==> src/rtl/nor_rd_ctrl.sv <==
// NOR flash memory-mapped read controller.
// Turns one bus read (1/2/4 bytes) into a complete flash fast-read transaction:
// CSB low, opcode, 24-bit address, dummy cycles, data, CSB high, guard time.
// SPI (1-1-1), DPI (2-2-2) and QPI (4-4-4) wire modes are supported.
module nor_rd_ctrl #(
  parameter int unsigned SCK_DIV = 1,
  parameter int unsigned CSB_HI  = 4,
  parameter logic [7:0]  CMD_SPI = 8'h0B,
  parameter logic [7:0]  CMD_DPI = 8'hBB,
  parameter logic [7:0]  CMD_QPI = 8'hEB
) (
  input  logic        clk,
  input  logic        rstn,
  input  logic [1:0]  mode,
  input  logic        req,
  input  logic [23:0] addr,
  input  logic [1:0]  size,
  output logic        busy,
  output logic        ready,
  output logic [31:0] rdata,
  output logic        sck,
  output logic        csb,
  output logic [3:0]  sio_o,
  output logic [3:0]  sio_oe,
  input  logic [3:0]  sio_i
);

  localparam int unsigned DIV_W = (SCK_DIV > 1) ? $clog2(SCK_DIV) : 1;
  localparam int unsigned GRD_W = (CSB_HI > 1) ? $clog2(CSB_HI) : 1;
  localparam logic [DIV_W-1:0] DIV_LAST = DIV_W'(SCK_DIV - 1);
  localparam logic [GRD_W-1:0] GRD_LAST = GRD_W'(CSB_HI - 1);

  typedef enum logic [2:0] {S_IDLE, S_CMD, S_ADDR, S_DUMMY, S_DATA, S_GUARD} state_t;
  typedef enum logic [1:0] {W_SPI, W_DPI, W_QPI} wire_t;

  state_t            state_q;
  wire_t             wire_q, wire_new;
  logic [1:0]        size_q;
  logic [7:0]        cmd_new;
  logic [31:0]       tx_q, rx_q;
  logic [DIV_W-1:0]  div_cnt_q;
  logic [GRD_W-1:0]  grd_cnt_q;
  logic [5:0]        bit_cnt_q, phase_len;
  logic              phase_end, tick;
  logic              sck_q, csb_q, busy_q, ready_q;
  logic [3:0]        sio_o_q, sio_oe_q;
  logic [31:0]       rdata_q;

  // Leading bits of a shift vector, placed on the lanes of the given mode.
  function automatic logic [3:0] lane_bits(wire_t w, logic [31:0] v);
    case (w)
      W_DPI:   return {2'b00, v[31:30]};
      W_QPI:   return v[31:28];
      default: return {3'b000, v[31]};
    endcase
  endfunction

  function automatic logic [31:0] shift_out(wire_t w, logic [31:0] v);
    case (w)
      W_DPI:   return {v[29:0], 2'b00};
      W_QPI:   return {v[27:0], 4'b0000};
      default: return {v[30:0], 1'b0};
    endcase
  endfunction

  // In SPI mode the flash answers on lane 1; wider modes use the low lanes.
  function automatic logic [31:0] shift_in(wire_t w, logic [31:0] v, logic [3:0] s);
    case (w)
      W_DPI:   return {v[29:0], s[1:0]};
      W_QPI:   return {v[27:0], s};
      default: return {v[30:0], s[1]};
    endcase
  endfunction

  function automatic logic [3:0] lane_oe(wire_t w);
    case (w)
      W_DPI:   return 4'b0011;
      W_QPI:   return 4'b1111;
      default: return 4'b0001;
    endcase
  endfunction

  // Bytes arrive first-byte-first in the shift register; rdata wants the first byte lowest.
  function automatic logic [31:0] order_bytes(logic [1:0] sz, logic [31:0] v);
    case (sz)
      2'd0:    return {24'h0, v[7:0]};
      2'd1:    return {16'h0, v[7:0], v[15:8]};
      default: return {v[7:0], v[15:8], v[23:16], v[31:24]};
    endcase
  endfunction

  // Decode the requested wire mode; mode 3 behaves as SPI.
  always_comb begin
    // NOTE: every always_comb output gets a default first so no path can infer a latch.
    wire_new = W_SPI;
    cmd_new  = CMD_SPI;
    case (mode)
      2'd1:    begin wire_new = W_DPI; cmd_new = CMD_DPI; end
      2'd2:    begin wire_new = W_QPI; cmd_new = CMD_QPI; end
      default: ;
    endcase
  end

  // Length of the current phase in sck cycles, and the end-of-phase / sck-toggle strobes.
  always_comb begin
    phase_len = 6'd1;
    case (state_q)
      S_CMD:   phase_len = (wire_q == W_QPI) ? 6'd2 : (wire_q == W_DPI) ? 6'd4 : 6'd8;
      S_ADDR:  phase_len = (wire_q == W_QPI) ? 6'd6 : (wire_q == W_DPI) ? 6'd12 : 6'd24;
      S_DUMMY: phase_len = (wire_q == W_QPI) ? 6'd10 : 6'd8;
      S_DATA: begin
        case (wire_q)
          W_QPI:   phase_len = (size_q == 2'd0) ? 6'd2 : (size_q == 2'd1) ? 6'd4 : 6'd8;
          W_DPI:   phase_len = (size_q == 2'd0) ? 6'd4 : (size_q == 2'd1) ? 6'd8 : 6'd16;
          default: phase_len = (size_q == 2'd0) ? 6'd8 : (size_q == 2'd1) ? 6'd16 : 6'd32;
        endcase
      end
      default: phase_len = 6'd1;
    endcase
    phase_end = (bit_cnt_q == phase_len - 6'd1);
    tick      = (div_cnt_q == DIV_LAST);
  end

  // Transaction FSM with registered pad and bus outputs; reset aborts instantly.
  always_ff @(posedge clk or negedge rstn) begin
    if (!rstn) begin
      state_q   <= S_IDLE;
      wire_q    <= W_SPI;
      size_q    <= 2'd0;
      tx_q      <= '0;
      rx_q      <= '0;
      div_cnt_q <= '0;
      grd_cnt_q <= '0;
      bit_cnt_q <= '0;
      sck_q     <= 1'b0;
      csb_q     <= 1'b1;
      busy_q    <= 1'b0;
      ready_q   <= 1'b0;
      sio_o_q   <= '0;
      sio_oe_q  <= '0;
      rdata_q   <= '0;
    end else begin
      // NOTE: state registers use non-blocking assignments so every branch sees pre-edge values.
      ready_q <= 1'b0;
      case (state_q)
        S_IDLE: begin
          if (req) begin
            wire_q    <= wire_new;
            size_q    <= (size == 2'd3) ? 2'd2 : size;
            tx_q      <= shift_out(wire_new, {cmd_new, addr});
            sio_o_q   <= lane_bits(wire_new, {cmd_new, addr});
            sio_oe_q  <= lane_oe(wire_new);
            rx_q      <= '0;
            div_cnt_q <= '0;
            bit_cnt_q <= '0;
            sck_q     <= 1'b0;
            csb_q     <= 1'b0;
            busy_q    <= 1'b1;
            state_q   <= S_CMD;
          end
        end
        S_GUARD: begin
          if (grd_cnt_q == GRD_LAST) begin
            busy_q  <= 1'b0;
            state_q <= S_IDLE;
          end else begin
            grd_cnt_q <= grd_cnt_q + GRD_W'(1);
          end
        end
        default: begin
          if (!tick) begin
            div_cnt_q <= div_cnt_q + DIV_W'(1);
          end else begin
            div_cnt_q <= '0;
            if (!sck_q) begin
              // Rising edge: the flash samples our bits, we sample its data.
              sck_q <= 1'b1;
              if (state_q == S_DATA) rx_q <= shift_in(wire_q, rx_q, sio_i);
            end else begin
              // Falling edge: one sck cycle done; outputs may change now.
              sck_q     <= 1'b0;
              bit_cnt_q <= phase_end ? 6'd0 : bit_cnt_q + 6'd1;
              case (state_q)
                S_CMD, S_ADDR: begin
                  sio_o_q <= lane_bits(wire_q, tx_q);
                  tx_q    <= shift_out(wire_q, tx_q);
                  if (phase_end) state_q <= (state_q == S_CMD) ? S_ADDR : S_DUMMY;
                end
                S_DUMMY: begin
                  if (bit_cnt_q == 6'd0) begin
                    sio_oe_q <= '0;
                    sio_o_q  <= '0;
                  end
                  if (phase_end) state_q <= S_DATA;
                end
                default: begin
                  if (phase_end) begin
                    csb_q     <= 1'b1;
                    ready_q   <= 1'b1;
                    rdata_q   <= order_bytes(size_q, rx_q);
                    grd_cnt_q <= '0;
                    state_q   <= S_GUARD;
                  end
                end
              endcase
            end
          end
        end
      endcase
    end
  end

  assign busy   = busy_q;
  assign ready  = ready_q;
  assign rdata  = rdata_q;
  assign sck    = sck_q;
  assign csb    = csb_q;
  assign sio_o  = sio_o_q;
  assign sio_oe = sio_oe_q;

endmodule

==> config.mk <==
export PLATFORM = sky130hd
export DESIGN_NAME = nor_rd_ctrl
export DESIGN_NICKNAME = d
export VERILOG_FILES = /design/src/rtl/nor_rd_ctrl.sv
export SDC_FILE = /design/constraint.sdc
export NUM_CORES = 1
export LEC_CHECK = 0
export CORE_ASPECT_RATIO = 1.5
export CORE_MARGIN = 2
export CORE_UTILIZATION = 60
export CTS_CLUSTER_DIAMETER = 200
export DETAILED_ROUTE_END_ITERATION = 10
export PLACE_DENSITY = 0.95
export SLEW_MARGIN = 20
export SYNTH_ARGS = -nofsm -noshare
export SYNTH_HDL_FRONTEND = slang
export SYNTH_SLANG_ARGS = --single-unit
export TNS_END_PERCENT = 50
==> constraint.sdc <==
create_clock -name clk -period 6.7 [get_ports clk]
set_clock_uncertainty 0.05 [all_clocks]
set_input_delay 1.005 -clock clk [delete_from_list [all_inputs] [get_ports clk]]
set_output_delay 1.005 -clock clk [all_outputs]
set_load 0.005 [all_outputs]
==> results.toml <==
[cts]
cts_resized = 0
ctsHtreeMaxLevel = 4
insertion_delay_ns = 0.43
clk_pin_slew_ns = 0.06
cts_buffer_depth = 2
cts_made_buffers = 17
clock-root-buffer = "clkbuf_16"
tritoncts = "done"
cts_hold_buffers = 0
post-cts-setup-buffer-count = 0
cts_sinks = 121

[yosys]
synth-compound-area-share_pct = 28.9
synthMuxAreaShare_pct = 6.75
synth_top_cell_by_area = "dfrtp_1"
synth_edf_count = 0
synthTopCellsByArea = "dfrtp_1, a22oi_1, o21ai_0, a21oi_1, nand2_1"
synth_seq_area_share_pct = 39.6
async_flop_share_pct = 100
synth-xor-area-share_pct = 0
synth.avg_cell_area_um2 = 8.10
yosysTopAreaCellShare_pct = 39.2
synth_common_cells = "nand2_1, dfrtp_1, o21ai_0"
netlist_instances = 945
synth_adder_area_share_pct = 1.47
synthMostInstantiatedCell = "nand2_1"
syn-num-nets = 989
synth_top_family_by_area = "compound AO/OA/AOI/OAI gates"
syn_area_mm2 = 0.00765
synth_cell_types = 65
ys_seq_elements = 121
yosysWarnings = 0
ys.flop_type = "dfrtp_1"
synthSimpleGateAreaFrac_pct = 16.4

[finish]
area_growth_pct = 16.8
multi_input_comb_area_mm2 = 0.00412
instances_no_fill = 1131
regArea_mm2 = 0.00303
fillers = 920
fin_nets = 1006
drive_above_1_share_pct = 6.46
num_antenna_cells = 0

[setup_path]
cp_max_fo = 71
cp_num_cells = 11
crit_path_cell_trace = "inv_1 > ha_4 > mux2i_1 > or3_1 > a32oi_2 > nor2_1 > or4_4 > a211oi_4 > and2_1 > buf_4 > mux2i_1"
end_kind = "flop"
max_stage_delay_ns = 0.89
path_delay_family = "simple AND/OR/NAND/NOR gates"
cp_common_cell = "mux2i_1"
critPathBufInv = 2
cp-start-kind = "flop"
crit_slowest_cell = "and2_1"
ff2ff_path_depth = 11
required_ns = 6.99
cp_data_arrival_time_ns = 4.84
reg2reg_slack_ns = 2.15
path_class = "flop to flop"

[place]
gp_congestion = 0.923
dp_cells = 1098
port_buffers = 78
dp_hpwl_um = 12400

[global_routing]
grt_pass1_wl_um = 32500
grt_usage_pct = 30.1
grt_overflow = 0
grt_pass1_vias = 6921
grt_max_degree = 136
antenna_found_initial = 0

[route]
ant_nets = 0
post_drt_wl_per_cell_um = 17.7
wl_met2_um = 10200
drt-vias-per-instance = 6.51
routed_wirelength_um = 20000
dr.max_layer_used = "met4"
dr_wl_met3_um = 1400
dr_total_vias = 7358
first_iter_violations = 832
met1_length_um = 7450
drc = 0
dr.pass1.iters = 7

[floorplanning]
dieHeight_um = 142
start_util_pct = 61.5
fp.coreArea_mm2 = 0.0124
dieArea_mm2 = 0.0137
die_w_um = 96.2
num_rows = 50
io_pins = 79

[timing]
fmax_ghz = 0.220
min_period_ns = 4.55
final-hold-violation-count = 0
whs_ns = 0.432
finalCritPeriodShare_pct = 67.9
tightest_slew_ns = 1.06
tns_ns = 0
slew_viol_final = 0
max_slew_margin_pct = 29.4
rsz0062_at_grt = "false"
setup_violations = 0

[min_path]
min_path_cells = 1
hold_path_class = "flop to flop"

[run_status]
status = "finished clean"

[pwr]
p_leak_nw = 3.50
p_per_area_mw_per_mm2 = 398
ir_drop_mv = 0.493

[job]
cap_viol_max_count = 0
==> sequential cells by signal, indices dropped and copies added (netlist names), named ones only <==
name       flops
wire_q         2
tx_q          31
sio_o          4
rx_q          32
busy           1
ready          1
sio_oe         3
rdata         32
size_q         2
grd_cnt_q      2
sck            1
csb            1
bit_cnt_q      6
state_q        2
==> layout make-up <==
class | count | area share, %
Multi-Input combinational cell | 702 | 46.0
Sequential cell | 121 | 33.9
Timing Repair Buffer | 90 | 9.85
Clock buffer | 18 | 4.91
Tap cell | 156 | 2.18
Clock inverter | 14 | 1.90
Inverter | 30 | 1.26
==> worst reg2reg max path: cells and delay by family (launching register included) <==
family,cells,cell delay (ns)
AO/OA/AOI/OAI,2,0.67
flip-flops,1,0.39
AND/OR/NAND/NOR,4,1.81
adder cells (fa/ha/maj),1,0.63
buffers and inverters,2,0.46
multiplexers,2,0.47
==> cell usage in the layout, fill, tap and decap left out, drive strengths merged, types with 4 or more instances in the layout <==
cell and n:
nand2b 5, dfrtp 120, clkinv 4, nor3 11
a22oi 84, nor4 4, ha 9, a221oi 5
o22ai 4, o2bb2ai 4, or3 6, mux2 21
clkbuf 18, a211oi 6, nand2 132, clkinvlp 4
a22o 10, nor2 98, a21o 4, mux2i 28
o21ai 108, nand3 9, a21oi 102, inv 33
o31ai 6, buf 13, nor2b 8, clkdlybuf4s50 77
==> metrics by stage <==
| stage | area (µm²) | utilization (%) | worst slack [ns] | power, mW |
|---|---|---|---|---|
| floorplan | 7650 | - | 3.51 | 2.17 |
| global placement | 8310 | 66.8 | 2.24 | 2.48 |
| detailed placement | 8310 | 66.8 | 2.07 | 2.52 |
| CTS | 8920 | 71.7 | 2.04 | 3.50 |
| global route | 8940 | 71.8 | 1.83 | 3.76 |
| finish | 8940 | 71.8 | 2.15 | 3.56 |
==> power by group <==
part	leakage (nW)	switching [mW]	total, mW	internal, mW
combinational	1.60	0.874	1.39	0.515
sequential	1.61	0.299	1.21	0.912
clock	0.289	0.360	0.956	0.596
==> final timing paths <==
check	from	endpoint
min in group asynchronous	rstn	sck
worst min register to register	rdata[1]	rdata[1]
max in group asynchronous	rstn	rx_q[18]
worst max register to register	wire_q[0]	rdata[19]
worst max-delay path	wire_q[0]	rdata[19]
worst min-delay path	rdata[1]	rdata[1]
==> kinds of logic after synthesis <==
family / after synthesis
AOI/OAI and AO/OA: 354
buffers and inverters: 122
muxes: 49
adders and majority gates: 9
DFF: 121
and+or+nand+nor: 290
==> routing by layer <==
layer | GRT usage, % | vias to the layer above
met5 | 0 | -
met4 | 16.5 | 0
met3 | 5.67 | 85
met2 | 51.0 | 393
met1 | 35.1 | 3468
li1 | - | 3412
No activity file was read; power rests on OpenSTA's default activity.
